$ cat config.mk
export PLATFORM = sky130hd
export DESIGN_NAME = ppu_a12_filter_flat
export DESIGN_NICKNAME = d
export VERILOG_FILES = /design/src/rtl/ppu_a12_filter_if.sv /design/src/rtl/ppu_a12_filter.sv /design/src/flat_wrapper.sv
export SDC_FILE = /design/constraint.sdc
export NUM_CORES = 1
export LEC_CHECK = 0
export CAP_MARGIN = 15
export CORE_ASPECT_RATIO = 0.75
export CORE_MARGIN = 1.5
export CORE_UTILIZATION = 40
export CTS_CLUSTER_SIZE = 8
export DETAILED_ROUTE_END_ITERATION = 12
export DONT_BUFFER_PORTS = 1
export GPL_TIMING_DRIVEN = 0
export PLACE_DENSITY_LB_ADDON = 0.2
export SYNTH_ARGS = -nofsm -noshare
export SYNTH_HDL_FRONTEND = slang
export SYNTH_SLANG_ARGS = --single-unit
$ cat constraint.sdc
create_clock -name clk -period 1.8 [get_ports clk]
set_clock_uncertainty 0.1 [all_clocks]
set_input_delay 0.18 -clock clk [delete_from_list [all_inputs] [get_ports clk]]
set_output_delay 0.18 -clock clk [all_outputs]
set_load 0.005 [all_outputs]
$ cat src/rtl/ppu_a12_filter_if.sv
// ============================================================================
// Module   : ppu_a12_filter_if
// Brief    : Signal bundle between the PPU/CPU pins and the A12 edge filter.
// Revision : 1.0
// ============================================================================
`default_nettype none

interface ppu_a12_filter_if;
  logic        ppu_a12;
  logic        m2;
  logic        ss_act;
  logic        a12_clean;
  logic        a12_rise;
  logic        a12_rise_raw;
  logic [15:0] rise_cnt;

  modport master (
    output ppu_a12, m2, ss_act,
    input  a12_clean, a12_rise, a12_rise_raw, rise_cnt
  );

  modport slave (
    input  ppu_a12, m2, ss_act,
    output a12_clean, a12_rise, a12_rise_raw, rise_cnt
  );
endinterface

`default_nettype wire

$ cat src/rtl/ppu_a12_filter.sv
// ============================================================================
// Module   : ppu_a12_filter
// Brief    : Synchronises/deglitches PPU A12 and emits a qualified 1-clk rise
//            strobe for the scanline IRQ counter. Optional A12_RISE_CNT_EN
//            enables the 16-bit qualified-rise counter.
// Revision : 1.0
// ============================================================================
`default_nettype none

module ppu_a12_filter #(
  parameter int SYNC_STAGES = 2,
  parameter int GLITCH_CLKS = 2,
  parameter int M2_LOW_MIN  = 3
) (
  input  logic            clk,
  input  logic            map_rst,
  ppu_a12_filter_if.slave bus
);

  localparam logic [3:0] c_gctr_last = 4'(GLITCH_CLKS - 1);
  localparam logic [3:0] c_low_min   = 4'(M2_LOW_MIN);
  localparam logic [3:0] c_low_max   = 4'hF;

  logic [SYNC_STAGES-1:0] r_a12_sync;
  logic [SYNC_STAGES-1:0] r_m2_sync;
  logic                   r_m2_prev;
  logic                   r_a12_clean;
  logic [3:0]             r_gctr;
  logic [3:0]             r_low_cnt;
  logic                   r_rise;
  logic                   r_rise_raw;

  logic                   w_a12_s;
  logic                   w_m2_s;
  logic                   w_m2_fall;
  logic                   w_rise;
  logic                   w_raw_next;
  logic                   w_qual;

  always_ff @(posedge clk or posedge map_rst) begin
    if (map_rst) begin
      r_a12_sync <= '0;
      r_m2_sync  <= '0;
      r_m2_prev  <= 1'b0;
    end else begin
      r_a12_sync <= {r_a12_sync[SYNC_STAGES-2:0], bus.ppu_a12};
      r_m2_sync  <= {r_m2_sync[SYNC_STAGES-2:0], bus.m2};
      r_m2_prev  <= w_m2_s;
    end
  end

  // w_rise is the next-state compare: a12_clean goes 0->1 on this edge.
  always_comb begin
    w_a12_s    = r_a12_sync[SYNC_STAGES-1];
    w_m2_s     = r_m2_sync[SYNC_STAGES-1];
    w_m2_fall  = r_m2_prev & ~w_m2_s;
    w_rise     = w_a12_s & ~r_a12_clean & (r_gctr == c_gctr_last);
    w_raw_next = w_rise & ~bus.ss_act;
    w_qual     = w_raw_next & (r_low_cnt >= c_low_min);
  end

  always_ff @(posedge clk or posedge map_rst) begin
    if (map_rst) begin
      r_a12_clean <= 1'b0;
      r_gctr      <= 4'd0;
    end else if (w_a12_s == r_a12_clean) begin
      r_gctr <= 4'd0;
    end else if (r_gctr == c_gctr_last) begin
      r_a12_clean <= w_a12_s;
      r_gctr      <= 4'd0;
    end else begin
      r_gctr <= r_gctr + 4'd1;
    end
  end

  // A fall landing on the rising update is compared pre-increment and then
  // discarded when a12_clean clears the count.
  always_ff @(posedge clk or posedge map_rst) begin
    if (map_rst) begin
      r_low_cnt <= 4'd0;
    end else if (r_a12_clean) begin
      r_low_cnt <= 4'd0;
    end else if (w_m2_fall && !bus.ss_act && (r_low_cnt != c_low_max)) begin
      r_low_cnt <= r_low_cnt + 4'd1;
    end
  end

  always_ff @(posedge clk or posedge map_rst) begin
    if (map_rst) begin
      r_rise     <= 1'b0;
      r_rise_raw <= 1'b0;
    end else begin
      r_rise     <= w_qual;
      r_rise_raw <= w_raw_next;
    end
  end

  assign bus.a12_clean    = r_a12_clean;
  assign bus.a12_rise     = r_rise;
  assign bus.a12_rise_raw = r_rise_raw;

`ifdef A12_RISE_CNT_EN
  logic [15:0] r_rise_cnt;

  always_ff @(posedge clk or posedge map_rst) begin
    if (map_rst) begin
      r_rise_cnt <= 16'h0000;
    end else if (w_qual) begin
      r_rise_cnt <= r_rise_cnt + 16'h0001;
    end
  end

  assign bus.rise_cnt = r_rise_cnt;
`else
  assign bus.rise_cnt = 16'h0000;
`endif

endmodule

`default_nettype wire

$ cat src/flat_wrapper.sv
// flat-port wrapper written by rule: the top's interface ports become plain ports
module ppu_a12_filter_flat 
#(
  parameter int SYNC_STAGES = 2,
  parameter int GLITCH_CLKS = 2,
  parameter int M2_LOW_MIN  = 3
)
  (clk, map_rst, bus_ppu_a12, bus_m2, bus_ss_act, bus_a12_clean, bus_a12_rise, bus_a12_rise_raw, bus_rise_cnt);
  ppu_a12_filter_if bus_i ();
  input  logic clk;
  input  logic map_rst;
  input wire logic [$bits(bus_i.ppu_a12)-1:0] bus_ppu_a12;
  input wire logic [$bits(bus_i.m2)-1:0] bus_m2;
  input wire logic [$bits(bus_i.ss_act)-1:0] bus_ss_act;
  output wire logic [$bits(bus_i.a12_clean)-1:0] bus_a12_clean;
  output wire logic [$bits(bus_i.a12_rise)-1:0] bus_a12_rise;
  output wire logic [$bits(bus_i.a12_rise_raw)-1:0] bus_a12_rise_raw;
  output wire logic [$bits(bus_i.rise_cnt)-1:0] bus_rise_cnt;
  assign bus_i.ppu_a12 = bus_ppu_a12;
  assign bus_i.m2 = bus_m2;
  assign bus_i.ss_act = bus_ss_act;
  assign bus_a12_clean = bus_i.a12_clean;
  assign bus_a12_rise = bus_i.a12_rise;
  assign bus_a12_rise_raw = bus_i.a12_rise_raw;
  assign bus_rise_cnt = bus_i.rise_cnt;
  ppu_a12_filter #(.SYNC_STAGES(SYNC_STAGES), .GLITCH_CLKS(GLITCH_CLKS), .M2_LOW_MIN(M2_LOW_MIN)) u_core (.clk(clk), .map_rst(map_rst), .bus(bus_i));
endmodule
==> impl_metrics.csv <==
group,metric,value,unit
worst_setup_path,ff2ff_path_depth,4,
timing,drv_slew,0,
timing,setup_tns,0,ps
floorplan,die_area,2169,µm²
worst_hold_path,hold_class,"in -> reg",
timing,worst_pin_slew,567.9,ps
worst_setup_path,r2r_start,"u_core.r_m2_sync[1]",
worst_setup_path,cp.arrival,1790,ps
worst_setup_path,crit_path_end,"u_core.r_low_cnt[3]",
timing,setup_viol,0,
route,antenna_left,0,
worst_setup_path,worstSetupEndpointType,"register",
worst_setup_path,rrSetupSlack,130,ps
synthesis,synth_cells,68,
finish,num-nets-final,99,
finish,final_layout_size_suffix_gt1_share,27.47,%
clocking,clkSinkCount,16,
worst_setup_path,rr_endpoint,"u_core.r_low_cnt[3]",
pwr,p_leak,0.4690,nW
global_route,grt_pass1_wl,1669,µm
synthesis,yosys.area_share.simple,11.72,%
worst_setup_path,cp-startpoint,"u_core.r_m2_sync[1]",
pwr,vdd_drop_max,576.1,µV
route,vias,477,
timing,max-slew-margin-rel,62.10,%
synthesis,synthXorXnorAreaFrac,2.310,%
floorplan,die_y,40.71,µm
synthesis,postSynthAreaPerCell,11.15,µm²
route,drt-total-wl,1057,µm
synthesis,synth_top_family_by_area,"buffers and inverters",
worst_hold_path,min_from,"bus_ss_act",
finish,n_antenna_cell,0,
route,routed_via_density,4.221,
synthesis,synthMuxAreaShare,2.970,%
placement,place_ws,135.7,ps
clocking,cts_tree,"done",
clocking,cts.reportedPaths.clkPinSlew,90,ps
synthesis,synth_fa_ha_area_share,3.300,%
timing,fin_crit_sh,93.02,%
finish,area_growth,21.12,%
placement,port_buffers,0,
floorplan,die_w,53.28,µm
synthesis,ys_seq_area_share,52.81,%
run,maxCapViolCount,0,
global_route,grt_max_degree,17,
floorplan,core,1757,µm²
worst_setup_path,worstPathRequired,1920,ps
route,drtIter0Drc,7,
placement,dpl.hpwl,788.3,µm
synthesis,synth-seq-cells,16,
worst_setup_path,worst-path-max-fanout,8,
clocking,cts_buffers,3,
route,firstDrtPassIters,4,
floorplan,io_pins,24,
global_route,antenna_found_initial,0,
worst_hold_path,whs_path_depth,3,
worst_setup_path,crit_type,"reg -> reg",
synthesis,synth_warnings,0,
global_route,globalRouteOverflowTotal,0,
worst_setup_path,cp-start-kind,"register",
global_route,grt_pass1_vias,387,
clocking,clock_path_buffers,2,
route,drc,0,
clocking,htreeDepth,1,
synthesis,synth_compound_area_share,8.416,%
timing,worst_slack,125.6,ps
finish,fin_util,52.28,%
timing,fmax,597.2,MHz
floorplan,start_util,43.16,%
clocking,post_cts_resized,0,
pwr,powerDensity,885.8,nW/µm²
route,route.detailed.wl_per_inst,9.354,µm
clocking,worst_skew_pair.late_latency,290,ps
status,status,"finished clean",
timing,rsz0062_at_grt,"false",
clocking,cts_root_buf,"clkbuf_4",
timing,hold_viol,0,
global_route,grt_util_all_layers,12.07,%
synthesis,netlist-cell-type-count,24,
synthesis,netlist_area,758.2,µm²
placement,gp_congestion,0.7849,
timing,fin_crit,1674,ps
floorplan,rows,13,
## area by class of cell
type                            instances  area, µm²
Fill cell                             176      838.3
Sequential cell                        16      400.4
Multi-Input combinational cell         47      277.8
Inverter                                3      11.26
Tap cell                               22      27.53
Buffer                                 17      125.1
Clock buffer                            4      36.28
Timing Repair Buffer                    4      40.04
## synthesized netlist by cell type
cell type	number	area [µm²]
a21oi_1	3	15.01
mux2_2	2	22.52
or3b_1	1	8.760
o31a_1	1	8.760
or4_1	1	7.510
conb_1	1	3.750
or3_2	1	7.510
o41ai_1	1	8.760
nor2_1	5	18.77
o311ai_0	1	8.760
and3_1	1	6.260
buf_4	16	120.1
xor2_1	2	17.52
inv_1	3	11.26
or3b_2	1	8.760
ha_1	2	25.02
nor3b_1	1	7.510
nand2_1	1	3.750
nand3_1	2	10.01
dfrtp_1	16	400.4
o31ai_1	1	7.510
clkbuf_2	1	5.000
or4b_1	1	10.01
o21ai_0	3	15.01
## power breakdown
group	total, mW	internal (mW)	leakage [nW]	switching [mW]
clock network	0.233	0.123	0.0210	0.109
registers	0.444	0.396	0.208	0.0476
logic	0.137	0.0740	0.240	0.0634
## through the flow
stage               hold slack (ps)  area, µm²  std cells  total power, mW
global route                  166.7      918.4        113           0.8735
global placement              73.30      842.1        105           0.5801
finish                        147.4      918.4        113           0.8135
detailed placement            68.66      842.1        105           0.5837
CTS                           132.3      918.4        113           0.8266
floorplan                    -6.260      814.5         83           0.5537
## cell families after synthesis
| logic type | count (synthesis) |
|---|---|
| simple gates | 15 |
| fa+ha+maj | 2 |
| buf+inv | 20 |
| flops | 16 |
| compound gates | 10 |
| other cells | 1 |
| xor+xnor | 2 |
| mux | 2 |
## cell usage in the layout, fill, tap and decap left out, drive strengths merged, types with 2 or more instances in the layout
| cell | n |
|---|---|
| a21oi | 3 |
| buf | 16 |
| clkbuf | 5 |
| conb | 16 |
| dfrtp | 16 |
| dlygate4sd3 | 4 |
| ha | 2 |
| inv | 3 |
| mux2 | 2 |
| nand3 | 2 |
| nor2 | 5 |
| o21ai | 3 |
| or3b | 2 |
| xor2 | 2 |
## state kept, by name, indices dropped and copies added, names as in the netlist
signal / cells
u_core.bus.a12_clean: 1
u_core.bus.a12_rise: 1
u_core.bus.a12_rise_raw: 1
u_core.r_a12_sync: 2
u_core.r_gctr: 4
u_core.r_low_cnt: 4
u_core.r_m2_prev: 1
u_core.r_m2_sync: 2
## critical path: stages (launching register included)
cell and delay [ps]:
dfrtp_1 390, or3b_1 350, clkbuf_2 160, or4_1 470, a21oi_1 150
## timing repair
action,4_1_cts,5_1_grt
setup buffers,0,0
hold buffers,4,0
hold endpoints to repair,20,0
## worst min path at each step
stage	slack [ps]	to
6_report	150	u_core.r_low_cnt[2]
5_1_grt	170	u_core.r_low_cnt[2]
4_1_cts	130	u_core.r_low_cnt[2]
3_5_place_dp	70	u_core.r_m2_sync[0]
3_3_place_gp	70	u_core.r_m2_sync[0]
2_1_floorplan	-6	u_core.bus.a12_clean
## per-layer routing
layer | vias up | part of all wire (%) | wire, µm | GRT usage, %
met5 | - | 0 | 0 | 0
met4 | 0 | 1.5 | 16 | 5.769
met3 | 2 | 9.9 | 105 | 7.664
met2 | 23 | 39 | 413 | 17.59
met1 | 206 | 49 | 522 | 13.99
li1 | 246 | - | - | -
Power figures use the tool's default switching activity.
